`src/rtl/jam_cost_table_if.sv`:
```
// Bus between the JAM cost table and its host/solver: load stream, lookup port,
// result capture and synchronous clear.
interface jam_cost_table_if #(
    parameter int COST_W = 7,
    parameter int N      = 8,
    parameter int SUM_W  = 10
);
    localparam int IDX_W = $clog2(N);

    logic              clear;
    logic              load_valid;
    logic              load_ready;
    logic [COST_W-1:0] load_data;
    logic              table_ready;
    logic [IDX_W-1:0]  W;
    logic [IDX_W-1:0]  J;
    logic [COST_W-1:0] Cost;
    logic              Valid;
    logic [SUM_W-1:0]  MinCost;
    logic [3:0]        MatchCount;
    logic              result_valid;
    logic [SUM_W-1:0]  result_cost;
    logic [3:0]        result_count;

    modport master (
        output clear, load_valid, load_data, W, J, Valid, MinCost, MatchCount,
        input  load_ready, table_ready, Cost, result_valid, result_cost, result_count
    );

    modport slave (
        input  clear, load_valid, load_data, W, J, Valid, MinCost, MatchCount,
        output load_ready, table_ready, Cost, result_valid, result_cost, result_count
    );
endinterface

```
`src/rtl/jam_cost_table.sv`:
```
// JAM cost table: loads an NxN cost matrix, serves Cost[W][J] to the solver, captures its result.
// Optional parity protection of stored entries via macro JAM_COST_TABLE_PARITY_EN.
module jam_cost_table #(
    parameter int COST_W = 7,
    parameter int N      = 8,
    parameter int SUM_W  = 10
) (
    input  logic CLK,
    input  logic RST_n,
`ifdef JAM_COST_TABLE_PARITY_EN
    output logic parity_err,
`endif
    jam_cost_table_if.slave bus
);
    localparam int DEPTH  = N * N;
    localparam int ADDR_W = $clog2(DEPTH);

    typedef enum logic [1:0] {
        IDLE,
        LOAD,
        SERVE,
        DONE
    } state_t;

    state_t             state_q;
    logic [ADDR_W-1:0]  addr_q;
    logic [ADDR_W-1:0]  addr_d;
    logic               loadReady_q;
    logic               tableReady_q;
    logic               resultValid_q;
    logic [SUM_W-1:0]   resultCost_q;
    logic [3:0]         resultCount_q;

    logic [COST_W-1:0]  mem [DEPTH];
    logic               writeEn;
    logic               lastEntry;
    logic [ADDR_W-1:0]  readIdx;
    logic [COST_W-1:0]  readWord;

    // loadReady_q is only ever high in LOAD, so it doubles as the state qualifier.
    assign writeEn   = !bus.clear && loadReady_q && bus.load_valid;
    assign lastEntry = (addr_q == ADDR_W'(DEPTH - 1));
    assign addr_d    = addr_q + ADDR_W'(1);
    assign readIdx   = {bus.W, bus.J};
    assign readWord  = mem[readIdx];

    always_ff @(posedge CLK or negedge RST_n) begin
        if (!RST_n) begin
            state_q       <= IDLE;
            addr_q        <= '0;
            loadReady_q   <= 1'b0;
            tableReady_q  <= 1'b0;
            resultValid_q <= 1'b0;
            resultCost_q  <= '0;
            resultCount_q <= '0;
        end else if (bus.clear) begin
            state_q       <= IDLE;
            addr_q        <= '0;
            loadReady_q   <= 1'b0;
            tableReady_q  <= 1'b0;
            resultValid_q <= 1'b0;
            resultCost_q  <= '0;
            resultCount_q <= '0;
        end else begin
            unique case (state_q)
                IDLE: begin
                    state_q     <= LOAD;
                    loadReady_q <= 1'b1;
                end
                LOAD: begin
                    if (bus.load_valid) begin
                        if (lastEntry) begin
                            state_q      <= SERVE;
                            addr_q       <= '0;
                            loadReady_q  <= 1'b0;
                            tableReady_q <= 1'b1;
                        end else begin
                            addr_q <= addr_d;
                        end
                    end
                end
                SERVE: begin
                    if (bus.Valid) begin
                        state_q       <= DONE;
                        resultValid_q <= 1'b1;
                        resultCost_q  <= bus.MinCost;
                        resultCount_q <= bus.MatchCount;
                    end
                end
                DONE: begin
                    state_q <= DONE;
                end
                default: begin
                    state_q <= IDLE;
                end
            endcase
        end
    end

`ifdef JAM_COST_TABLE_PARITY_EN
    logic [DEPTH-1:0] parMem_q;
    logic             parityErr_q;
    logic             readMismatch;

    always_ff @(posedge CLK) begin
        if (writeEn) begin
            mem[addr_q]      <= bus.load_data;
            parMem_q[addr_q] <= ^bus.load_data;
        end
    end

    // Even parity: a stored bit that disagrees with the data's XOR flags corruption.
    assign readMismatch = tableReady_q && ((^readWord) != parMem_q[readIdx]);

    always_ff @(posedge CLK or negedge RST_n) begin
        if (!RST_n) begin
            parityErr_q <= 1'b0;
        end else if (bus.clear) begin
            parityErr_q <= 1'b0;
        end else if (readMismatch) begin
            parityErr_q <= 1'b1;
        end
    end

    assign parity_err = parityErr_q;
`else
    always_ff @(posedge CLK) begin
        if (writeEn) begin
            mem[addr_q] <= bus.load_data;
        end
    end
`endif

    // Cost is combinational: the solver accumulates it in the same cycle it drives W/J.
    assign bus.Cost         = tableReady_q ? readWord : '0;
    assign bus.load_ready   = loadReady_q;
    assign bus.table_ready  = tableReady_q;
    assign bus.result_valid = resultValid_q;
    assign bus.result_cost  = resultCost_q;
    assign bus.result_count = resultCount_q;
endmodule

```
`src/flat_wrapper.sv`:
```
// flat-port wrapper written by rule: the top's interface ports become plain ports
module jam_cost_table_flat 
#(
    parameter int COST_W = 7,
    parameter int N      = 8,
    parameter int SUM_W  = 10
)
  (CLK, RST_n, bus_clear, bus_load_valid, bus_load_data, bus_W, bus_J, bus_Valid, bus_MinCost, bus_MatchCount, bus_load_ready, bus_table_ready, bus_Cost, bus_result_valid, bus_result_cost, bus_result_count);
  jam_cost_table_if #(.COST_W(COST_W), .N(N), .SUM_W(SUM_W)) bus_i ();
  input  logic CLK;
  input  logic RST_n;
  input wire logic [$bits(bus_i.clear)-1:0] bus_clear;
  input wire logic [$bits(bus_i.load_valid)-1:0] bus_load_valid;
  input wire logic [$bits(bus_i.load_data)-1:0] bus_load_data;
  input wire logic [$bits(bus_i.W)-1:0] bus_W;
  input wire logic [$bits(bus_i.J)-1:0] bus_J;
  input wire logic [$bits(bus_i.Valid)-1:0] bus_Valid;
  input wire logic [$bits(bus_i.MinCost)-1:0] bus_MinCost;
  input wire logic [$bits(bus_i.MatchCount)-1:0] bus_MatchCount;
  output wire logic [$bits(bus_i.load_ready)-1:0] bus_load_ready;
  output wire logic [$bits(bus_i.table_ready)-1:0] bus_table_ready;
  output wire logic [$bits(bus_i.Cost)-1:0] bus_Cost;
  output wire logic [$bits(bus_i.result_valid)-1:0] bus_result_valid;
  output wire logic [$bits(bus_i.result_cost)-1:0] bus_result_cost;
  output wire logic [$bits(bus_i.result_count)-1:0] bus_result_count;
  assign bus_i.clear = bus_clear;
  assign bus_i.load_valid = bus_load_valid;
  assign bus_i.load_data = bus_load_data;
  assign bus_i.W = bus_W;
  assign bus_i.J = bus_J;
  assign bus_i.Valid = bus_Valid;
  assign bus_i.MinCost = bus_MinCost;
  assign bus_i.MatchCount = bus_MatchCount;
  assign bus_load_ready = bus_i.load_ready;
  assign bus_table_ready = bus_i.table_ready;
  assign bus_Cost = bus_i.Cost;
  assign bus_result_valid = bus_i.result_valid;
  assign bus_result_cost = bus_i.result_cost;
  assign bus_result_count = bus_i.result_count;
  jam_cost_table #(.COST_W(COST_W), .N(N), .SUM_W(SUM_W)) u_core (.CLK(CLK), .RST_n(RST_n), .bus(bus_i));
endmodule
```
`config.mk`:
```
export PLATFORM = sky130hd
export DESIGN_NAME = jam_cost_table_flat
export DESIGN_NICKNAME = d
export VERILOG_FILES = /design/src/rtl/jam_cost_table_if.sv /design/src/rtl/jam_cost_table.sv /design/src/flat_wrapper.sv
export SDC_FILE = /design/constraint.sdc
export NUM_CORES = 1
export LEC_CHECK = 0
export CAP_MARGIN = 20
export CORE_MARGIN = 2
export CORE_UTILIZATION = 35
export DETAILED_ROUTE_END_ITERATION = 16
export PLACE_DENSITY = 0.51
export SLEW_MARGIN = 20
export SYNTH_ARGS = -nofsm -noshare
export SYNTH_HDL_FRONTEND = slang
export SYNTH_SLANG_ARGS = --single-unit
```
`constraint.sdc`:
```
create_clock -name CLK -period 3.9 [get_ports CLK]
set_input_delay 0.78 -clock CLK [delete_from_list [all_inputs] [get_ports CLK]]
set_output_delay 0.78 -clock CLK [all_outputs]
set_load 0.01 [all_outputs]
```
==> out/metrics.csv, run 1 <==
stage,metric,value,unit
sta,Final Hold Fails,0,
logic_synthesis,#FFs+latches synth,473,
cts,CTS sink count,473,
detailed_routing,via count,9566,
setup_path,FF-to-FF Start,u_core.bus.load_ready,
grt,largest net degree at the start of global routing,65,
sta,Least-Margin Pin Slew,1.026,ns
detailed_routing,initial DRC count,701,
logic_synthesis,Synth Area in Simple Gates,0.04078,
setup_path,worst path arrival time,3.04,ns
sta,Worst Skew,0.02811,ns
power,Peak VDD IR,0.3013,mV
power,Seq pwr share,0.522,
logic_synthesis,YS warnings,0,
power,sw power,2.273,mW
logic_synthesis,Synth area leaders,"edfxtp_1 (72%), mux4_2 (11%), mux4_1 (3.5%)",
detailed_routing,via/cell ratio,5.179,
grt,initial antenna violation count,2,
logic_synthesis,number of synthesized flops with an enable pin,448,
place,HPWL Detailed,29330,um
logic_synthesis,share of the synthesized area in the top cell type,0.7224,
run_status,status,"finished, final reports clean",
logic_synthesis,register area share after synthesis,0.7560,
setup_path,CP endpoint,bus_Cost[2],
detailed_routing,DR pass1 iterations,4,
logic_synthesis,Mapped Area,18620,um2
logic_synthesis,top-count cell post-synth,edfxtp_1,
logic_synthesis,Netlist cell types,52,
min_path,worst hold path depth,1,
setup_path,R2R Setup Slk,1.48,ns
cts,Clock Tree Root,clkbuf_16,
logic_synthesis,synth cell count leaders,"edfxtp_1 (448), mux4_2 (87), nor2_1 (87), dfrtp_1 (25), mux4_1 (25)",
place,Placer Congestion,0.7526,
power,clock power share,0.423,
cts,Clock transition at path regs,0.06,ns
setup_path,Worst Setup Start Kind,input pin,
logic_synthesis,largest area contributor in the netlist,edfxtp_1,
run,max_cap viols,0,
cts,clock buffer count from CTS,50,
final_layout,Fillers,4637,
sta,Slew HR,0.3158,
sta,fmax,0.2617,GHz
final_layout,share of cells above drive strength 1,0.3003,
place,pre-CTS setup slack,-0.2922,ns
logic_synthesis,top_reg_cell synth,edfxtp_1,
grt,global router's overall resource usage,0.1651,
die,Ports,56,
cts,Clock Tree Buf Depth,3,
cts,H-tree Lvls,2,
logic_synthesis,synthesized instance count,898,
power,pwr/cell area,471.9,nW/um2
sta,RSZ-0062 raised after global routing,false,
power,Leak,7.606,nW
detailed_routing,final WL,45430,um
grt,vias in the first global route,9945,
grt,first-pass GRT wire length,66740,um
setup_path,worst reg2reg path endpoint,u_core.mem[47][3],
logic_synthesis,Post-synth ARST share,0.05285,
setup_path,crit-path cells,"buf_16, buf_12, buf_12, mux4_2, a22oi_2, nand3_2, a22o_1, clkdlybuf4s50_1",
sta,fin crit period,3.820,ns
setup_path,worst r2r path cells,6,
die,# rows,84,
final_layout,cell area after layout,22690,um2
sta,setup violators final,0,
logic_synthesis,Compound-Gate Fraction of Synth Area,0.03003,
sta,Max Slew Vio Count,0,
final_layout,synth-to-layout area growth,21.86,%
place,dpl cells,1746,
cts,CTS tree,yes,
setup_path,CP bufs+invs,4,
die,Die H,234.7,um
logic_synthesis,Synth Area in Adders,0.0006719,
die,die span in x,234.7,um
setup_path,Crit. End Element,primary output,
die,Initial Utilization,0.3544,
sta,Final Cycle Share,0.9796,
setup_path,slowest CP cell,mux4_2,
power,Logic pwr share,0.055,
power,Pint,8.437,mW
logic_synthesis,syn_nets,931,
place,Post-DP Area,20880,um2
setup_path,Setup crit start,bus_J[0],
sta,worst setup margin,0.07952,ns
logic_synthesis,multiplexer share of the synthesized area,0.1511,
die,core area,52550,um2
final_layout,Final Instance Count excl. Fillers,1847,
setup_path,critical path depth,8,
detailed_routing,# DRC,0,
final_layout,# nets final,1152,
setup_path,family with the most delay on the worst path,buffers and inverters,
detailed_routing,Routed wire per std cell,24.59,um
min_path,min-delay worst type,flop to flop,
grt,grt ovf,0,
place,port bufs,55,
setup_path,max incr delay on CP,0.54,ns
setup_path,worst setup path category,input pin to primary output,
logic_synthesis,largest family of logic cells by synthesized area,multiplexers,
detailed_routing,Final ANT Viol Nets,0,
setup_path,Worst Path Max Fanout,24,
final_layout,Antenna diodes,0,
final_layout,fin util,0.4318,
power,switch share,0.2122,
setup_path,Required @ worst endpoint,3.12,ns
die,full die area,55070,um2
setup_path,critical path's most frequent cell,buf_12,
logic_synthesis,Mapped Avg Cell Area,20.74,um2
cts,Worst-Skew Late Latency,0.60,ns
logic_synthesis,Synth Area in XOR/XNOR,0.002352,
-- sequential cells by signal, summed over array words and instances, names as in the netlist --
name and count:
u_core.addr_q 6, u_core.bus.result_count 4, u_core.state_q 2, u_core.bus.table_ready 1, u_core.bus.load_ready 1, u_core.bus.result_valid 1
u_core.bus.result_cost 10, u_core.mem 448
-- worst min-delay path by stage --
| stage | from | endpoint | slack (ns) |
|---|---|---|---|
| 2_1_floorplan | RST_n | u_core.addr_q[0] | 0.48 |
| 3_3_place_gp | u_core.bus.result_valid | u_core.bus.result_valid | 0.47 |
| 3_5_place_dp | u_core.bus.result_valid | u_core.bus.result_valid | 0.47 |
| 4_1_cts | u_core.bus.result_valid | u_core.bus.result_valid | 0.50 |
| 5_1_grt | u_core.bus.result_cost[3] | u_core.bus.result_cost[3] | 0.51 |
| 6_report | u_core.bus.result_valid | u_core.bus.result_valid | 0.49 |
-- layout make-up --
| type | instances | area (um2) | share of cell area |
|---|---|---|---|
| Clock inverter | 30 | 240.2 | 0.01059 |
| Multi-Input combinational cell | 378 | 4265 | 0.1880 |
| Clock buffer | 62 | 1318 | 0.05806 |
| Timing Repair Buffer | 212 | 1914 | 0.08436 |
| Sequential cell | 473 | 14080 | 0.6204 |
| Tap cell | 688 | 860.8 | 0.03794 |
| Inverter | 4 | 15.01 | 0.0006617 |
-- logic make-up after synthesis --
logic type               Yosys count
multiplexers                     131
AO/OA/AOI/OAI                     76
adder cells (fa/ha/maj)            1
XOR/XNOR                           5
buffers and inverters             47
flip-flops                       473
AND/OR/NAND/NOR                  165
-- routing by layer --
metal  share of wire  global-route usage  vias up
met2            0.49              0.2726      220
met3           0.046             0.03031       57
met5               0                   0        -
met4           0.020             0.04814        0
met1            0.44              0.2239     5101
li1                -                   -     4188
-- worst register-to-register path, stage by stage, from the launching register on --
cell     delay, ns
dfrtp_1       0.38
nand2_1       0.08
nor3b_1       0.47
nand3_1       0.53
buf_4         0.35
nor2_1        0.11
buf_4         0.21
-- power by group through the flow --
stage | clock, mW | combinational [mW] | sequential, mW
detailed placement | 0 | 0.570 | 5.70
floorplan | 0 | 0.284 | 5.69
finish | 4.53 | 0.592 | 5.59
CTS | 4.65 | 0.592 | 5.59
global placement | 0 | 0.565 | 5.70
global route | 4.84 | 0.636 | 5.59
-- cell usage in the layout, fill, tap and decap left out, types with 16 or more instances in the layout --
cell and instances:
dfrtp_1 25, mux4_1 25, nor2_1 87, clkbuf_16 51, nand2_1 21, buf_4 141, edfxtp_1 448, mux4_2 87
clkdlybuf4s50_1 38, a22o_1 16
-- through the flow --
stage | power, mW | setup TNS [ns] | hold WS [ns]
final | 10.71 | 0 | 0.4930
after detailed placement | 6.266 | -1.696 | 0.4685
after global routing | 11.07 | 0 | 0.5145
after CTS | 10.83 | 0 | 0.4975
after floorplan | 5.973 | 0 | 0.4844
after global placement | 6.260 | -1.623 | 0.4681
-- timing repair --
item                                    4_1_cts  5_1_grt
gates resized for setup                      28        8
hold buffers                                  0        0
setup buffers                                 0        7
hold endpoints to repair                      0        0
pin swaps                                     0        2
endpoints found under the setup margin        7        2
gates cloned                                  2        0
Note: power is estimated with default switching activity, not from simulation.
==> run 2, diff against run 1 <==
--- a/config.mk
+++ b/config.mk
@@ -5,6 +5,7 @@
 export SDC_FILE = /design/constraint.sdc
 export NUM_CORES = 1
 export LEC_CHECK = 0
+export ABC_CLOCK_PERIOD_IN_PS = 3900
 export CAP_MARGIN = 20
 export CORE_MARGIN = 2
 export CORE_UTILIZATION = 35
==> results of run 2 <==
Final layout, timing and power as in run 1 (identical DEF).
==> run 3, diff against run 2 <==
--- a/config.mk
+++ b/config.mk
@@ -5,7 +5,7 @@
 export SDC_FILE = /design/constraint.sdc
 export NUM_CORES = 1
 export LEC_CHECK = 0
-export ABC_CLOCK_PERIOD_IN_PS = 3900
+export ABC_CLOCK_PERIOD_IN_PS = 4200
 export CAP_MARGIN = 20
 export CORE_MARGIN = 2
 export CORE_UTILIZATION = 35
==> constraint.sdc (replaced) <==
create_clock -name CLK -period 4.2 [get_ports CLK]
set_input_delay 0.84 -clock CLK [delete_from_list [all_inputs] [get_ports CLK]]
set_output_delay 0.84 -clock CLK [all_outputs]
set_load 0.01 [all_outputs]
==> run 3 against run 2 <==
Die area did not move. Sequential share of layout area up 0.70 points. Core utilization is 0.48 points lower. Cell count is 1.1% lower. Register-to-register slack gained 0.15 ns. Global-route usage about the same. Clock power decreased by 6.2%. Power is 6.9% lower. Critical endpoint unchanged. Worst setup slack worse by 0.074 ns.
==> out/metrics.csv, run 3 (synthesis results as in run 1) <==
stage,metric,value,unit,change
cts,Clock Tree Root,clkbuf_16,,
detailed_routing,DR pass1 iterations,5,,+1
run,max_cap viols,0,,unchanged
cts,post-CTS setup buffer count,0,,unchanged
detailed_routing,Final ANT Viol Nets,0,,unchanged
die,core area,52550,um2,unchanged
detailed_routing,# DRC,0,,unchanged
power,Peak VDD IR,0.2527,mV,-16%
setup_path,Required @ worst endpoint,3.36,ns,+0.24 ns
sta,Worst Skew,0.01537,ns,-0.01274 ns
setup_path,max incr delay on CP,0.55,ns,about the same
setup_path,CP bufs+invs,5,,+1
sta,Max Slew Vio Count,0,,unchanged
final_layout,"commonest non-fill, non-tap cell in the layout",edfxtp_1,,
setup_path,R2R Setup Slk,1.63,ns,+0.15 ns
power,Leak,7.410,nW,-2.6%
cts,CTS tree,yes,,
power,Pint,7.879,mW,-6.6%
setup_path,Crit. End Element,primary output,,
cts,Clock transition at path regs,0.05,ns,about the same
detailed_routing,initial DRC count,775,,+11%
power,clock power share,0.426,,+0.003
place,port bufs,55,,unchanged
cts,Clock Tree Buf Depth,3,,unchanged
detailed_routing,via/cell ratio,5.168,,-0.21%
cts,post-cts sizing count,9,,-68%
power,switch share,0.2096,,-0.002579
final_layout,most frequent cells in the layout,"edfxtp_1 (448), buf_4 (126), mux4_2 (87), nor2_1 (87), clkbuf_16 (51)",,
grt,global router's overall resource usage,0.1648,,-0.0002573
final_layout,Antenna diodes,0,,unchanged
detailed_routing,via count,9437,,-1.3%
cts,Worst-Skew Late Latency,0.58,ns,-0.02 ns
final_layout,number of flip-flops in the largest register,448,,unchanged
power,Logic pwr share,0.053,,-0.002
power,Seq pwr share,0.521,,about the same
setup_path,worst path arrival time,3.35,ns,+0.31 ns
power,pwr/cell area,444.2,nW/um2,-5.9%
setup_path,crit-path cells,"clkdlybuf4s50_1, buf_12, buf_4, nor2_1, buf_4, a211oi_1, a22o_1, clkdlybuf4s50_1",,
grt,largest net degree at the start of global routing,65,,unchanged
min_path,min-delay worst type,input pin to async pin,,
setup_path,worst r2r path cells,3,,-3
grt,vias in the first global route,10049,,+1.0%
setup_path,slowest CP cell,clkdlybuf4s50_1,,
die,Initial Utilization,0.3544,,unchanged
sta,RSZ-0062 raised after global routing,false,,
final_layout,Final Instance Count excl. Fillers,1826,,-1.1%
power,sw power,2.090,mW,-8.1%
sta,fin crit period,4.194,ns,
sta,setup violators final,0,,unchanged
cts,CTS sink count,473,,unchanged
grt,grt ovf,0,,unchanged
setup_path,Worst Path Max Fanout,14,,-42%
final_layout,synth-to-layout area growth,20.50,%,
grt,first-pass GRT wire length,66940,um,+0.30%
power,total power,9.968,mW,-6.9%
sta,Least-Margin Pin Slew,0.8992,ns,-0.1272 ns
cts,CTS Hold Bufs,0,,unchanged
setup_path,worst reg2reg path endpoint,u_core.mem[56][0],,
place,HPWL Detailed,29850,um,+1.8%
detailed_routing,final WL,45050,um,-0.82%
final_layout,share of cells above drive strength 1,0.2794,,-0.02082
setup_path,family with the most delay on the worst path,buffers and inverters,,
sta,Slew HR,0.4005,,+0.08479
sta,Final Cycle Share,0.9986,,
sta,Final Hold Fails,0,,unchanged
final_layout,Fillers,4654,,+0.37%
cts,clock buffer count from CTS,50,,unchanged
final_layout,# nets final,1131,,-1.8%
run_status,status,"finished, final reports clean",,
die,die span in x,234.7,um,unchanged
detailed_routing,Routed wire per std cell,24.67,um,+0.32%
die,Ports,56,,unchanged
die,full die area,55070,um2,unchanged
setup_path,FF-to-FF Start,u_core.addr_q[0],,
place,Placer Congestion,0.8256,,+9.7%
die,# rows,84,,unchanged
die,Die H,234.7,um,unchanged
setup_path,Worst Setup Start Kind,input pin,,
sta,fmax,0.2384,GHz,
setup_path,worst setup path category,input pin to primary output,,
cts,H-tree Lvls,2,,unchanged
final_layout,Biggest register,u_core.mem,,
place,dpl cells,1734,,-0.69%
grt,initial antenna violation count,0,,-2
run 3: cell types whose count changed in the layout (fill, tap and decap cells not counted), moves of 2 or more:
cell and delta:
a211oi_1 +2, clkdlybuf4s50_1 +5, a22oi_2 -5, dlygate4sd2_1 -5, clkbuf_1 +5, clkinv_8 -2, a211oi_2 -2, buf_4 -15
a22oi_1 +5, buf_6 -3, clkinv_4 -2, bufbuf_16 -2, buf_16 -2, clkinv_2 -4
run 3: area by class of cell:
class,instances,area (um2),share of cell area
clock buffer,67,1336,0.05955
clock inverter,25,219.0,0.009758
inverter,4,15.01,0.0006691
multi-input combinational,378,4263,0.1900
sequential,473,14080,0.6274
tap,688,860.8,0.03836
timing repair buffer,191,1667,0.07427
run 3: per-stage QoR:
step           instance area (um2)  TNS, ns  hold slack, ns  worst slack (ns)    util
2_1_floorplan                18620        0          0.5210            0.8445       -
3_3_place_gp                 20790   -1.457          0.4667           -0.7580  0.3955
3_5_place_dp                 20780   -1.248          0.4767           -0.3973  0.3955
6_report                     22440        0          0.2598          0.005784  0.4270
4_1_cts                      22380        0          0.2477          0.008043  0.4258
5_1_grt                      22440        0          0.2833           0.01039  0.4270
run 3: routing by layer:
| layer | share of wire | vias up | track usage |
|---|---|---|---|
| met4 | 0.024 | 0 | 0.04699 |
| met2 | 0.47 | 215 | 0.2643 |
| met1 | 0.45 | 5001 | 0.2282 |
| met5 | 0 | - | 0 |
| li1 | - | 4155 | - |
| met3 | 0.048 | 66 | 0.03430 |
run 3: how the worst max path moves through the flow:
stage	from	end	slack, ns	cells after the start
detailed placement	bus_J[1]	bus_Cost[3]	-0.40	9
global placement	bus_J[1]	bus_Cost[3]	-0.76	9
finish	bus_W[0]	bus_Cost[2]	0.006	8
CTS	bus_J[1]	bus_Cost[5]	0.008	8
global route	bus_J[0]	bus_Cost[6]	0.01	9
floorplan	bus_J[0]	bus_Cost[2]	0.84	7
run 3: power by group through the flow:
stage                     sequential (mW)  combinational [mW]  clock (mW)
after CTS                            5.19               0.533        4.34
after floorplan                      5.28               0.264           0
after detailed placement             5.29               0.528           0
after global routing                 5.19               0.572        4.53
after global placement               5.29               0.525           0
final                                5.19               0.531        4.25
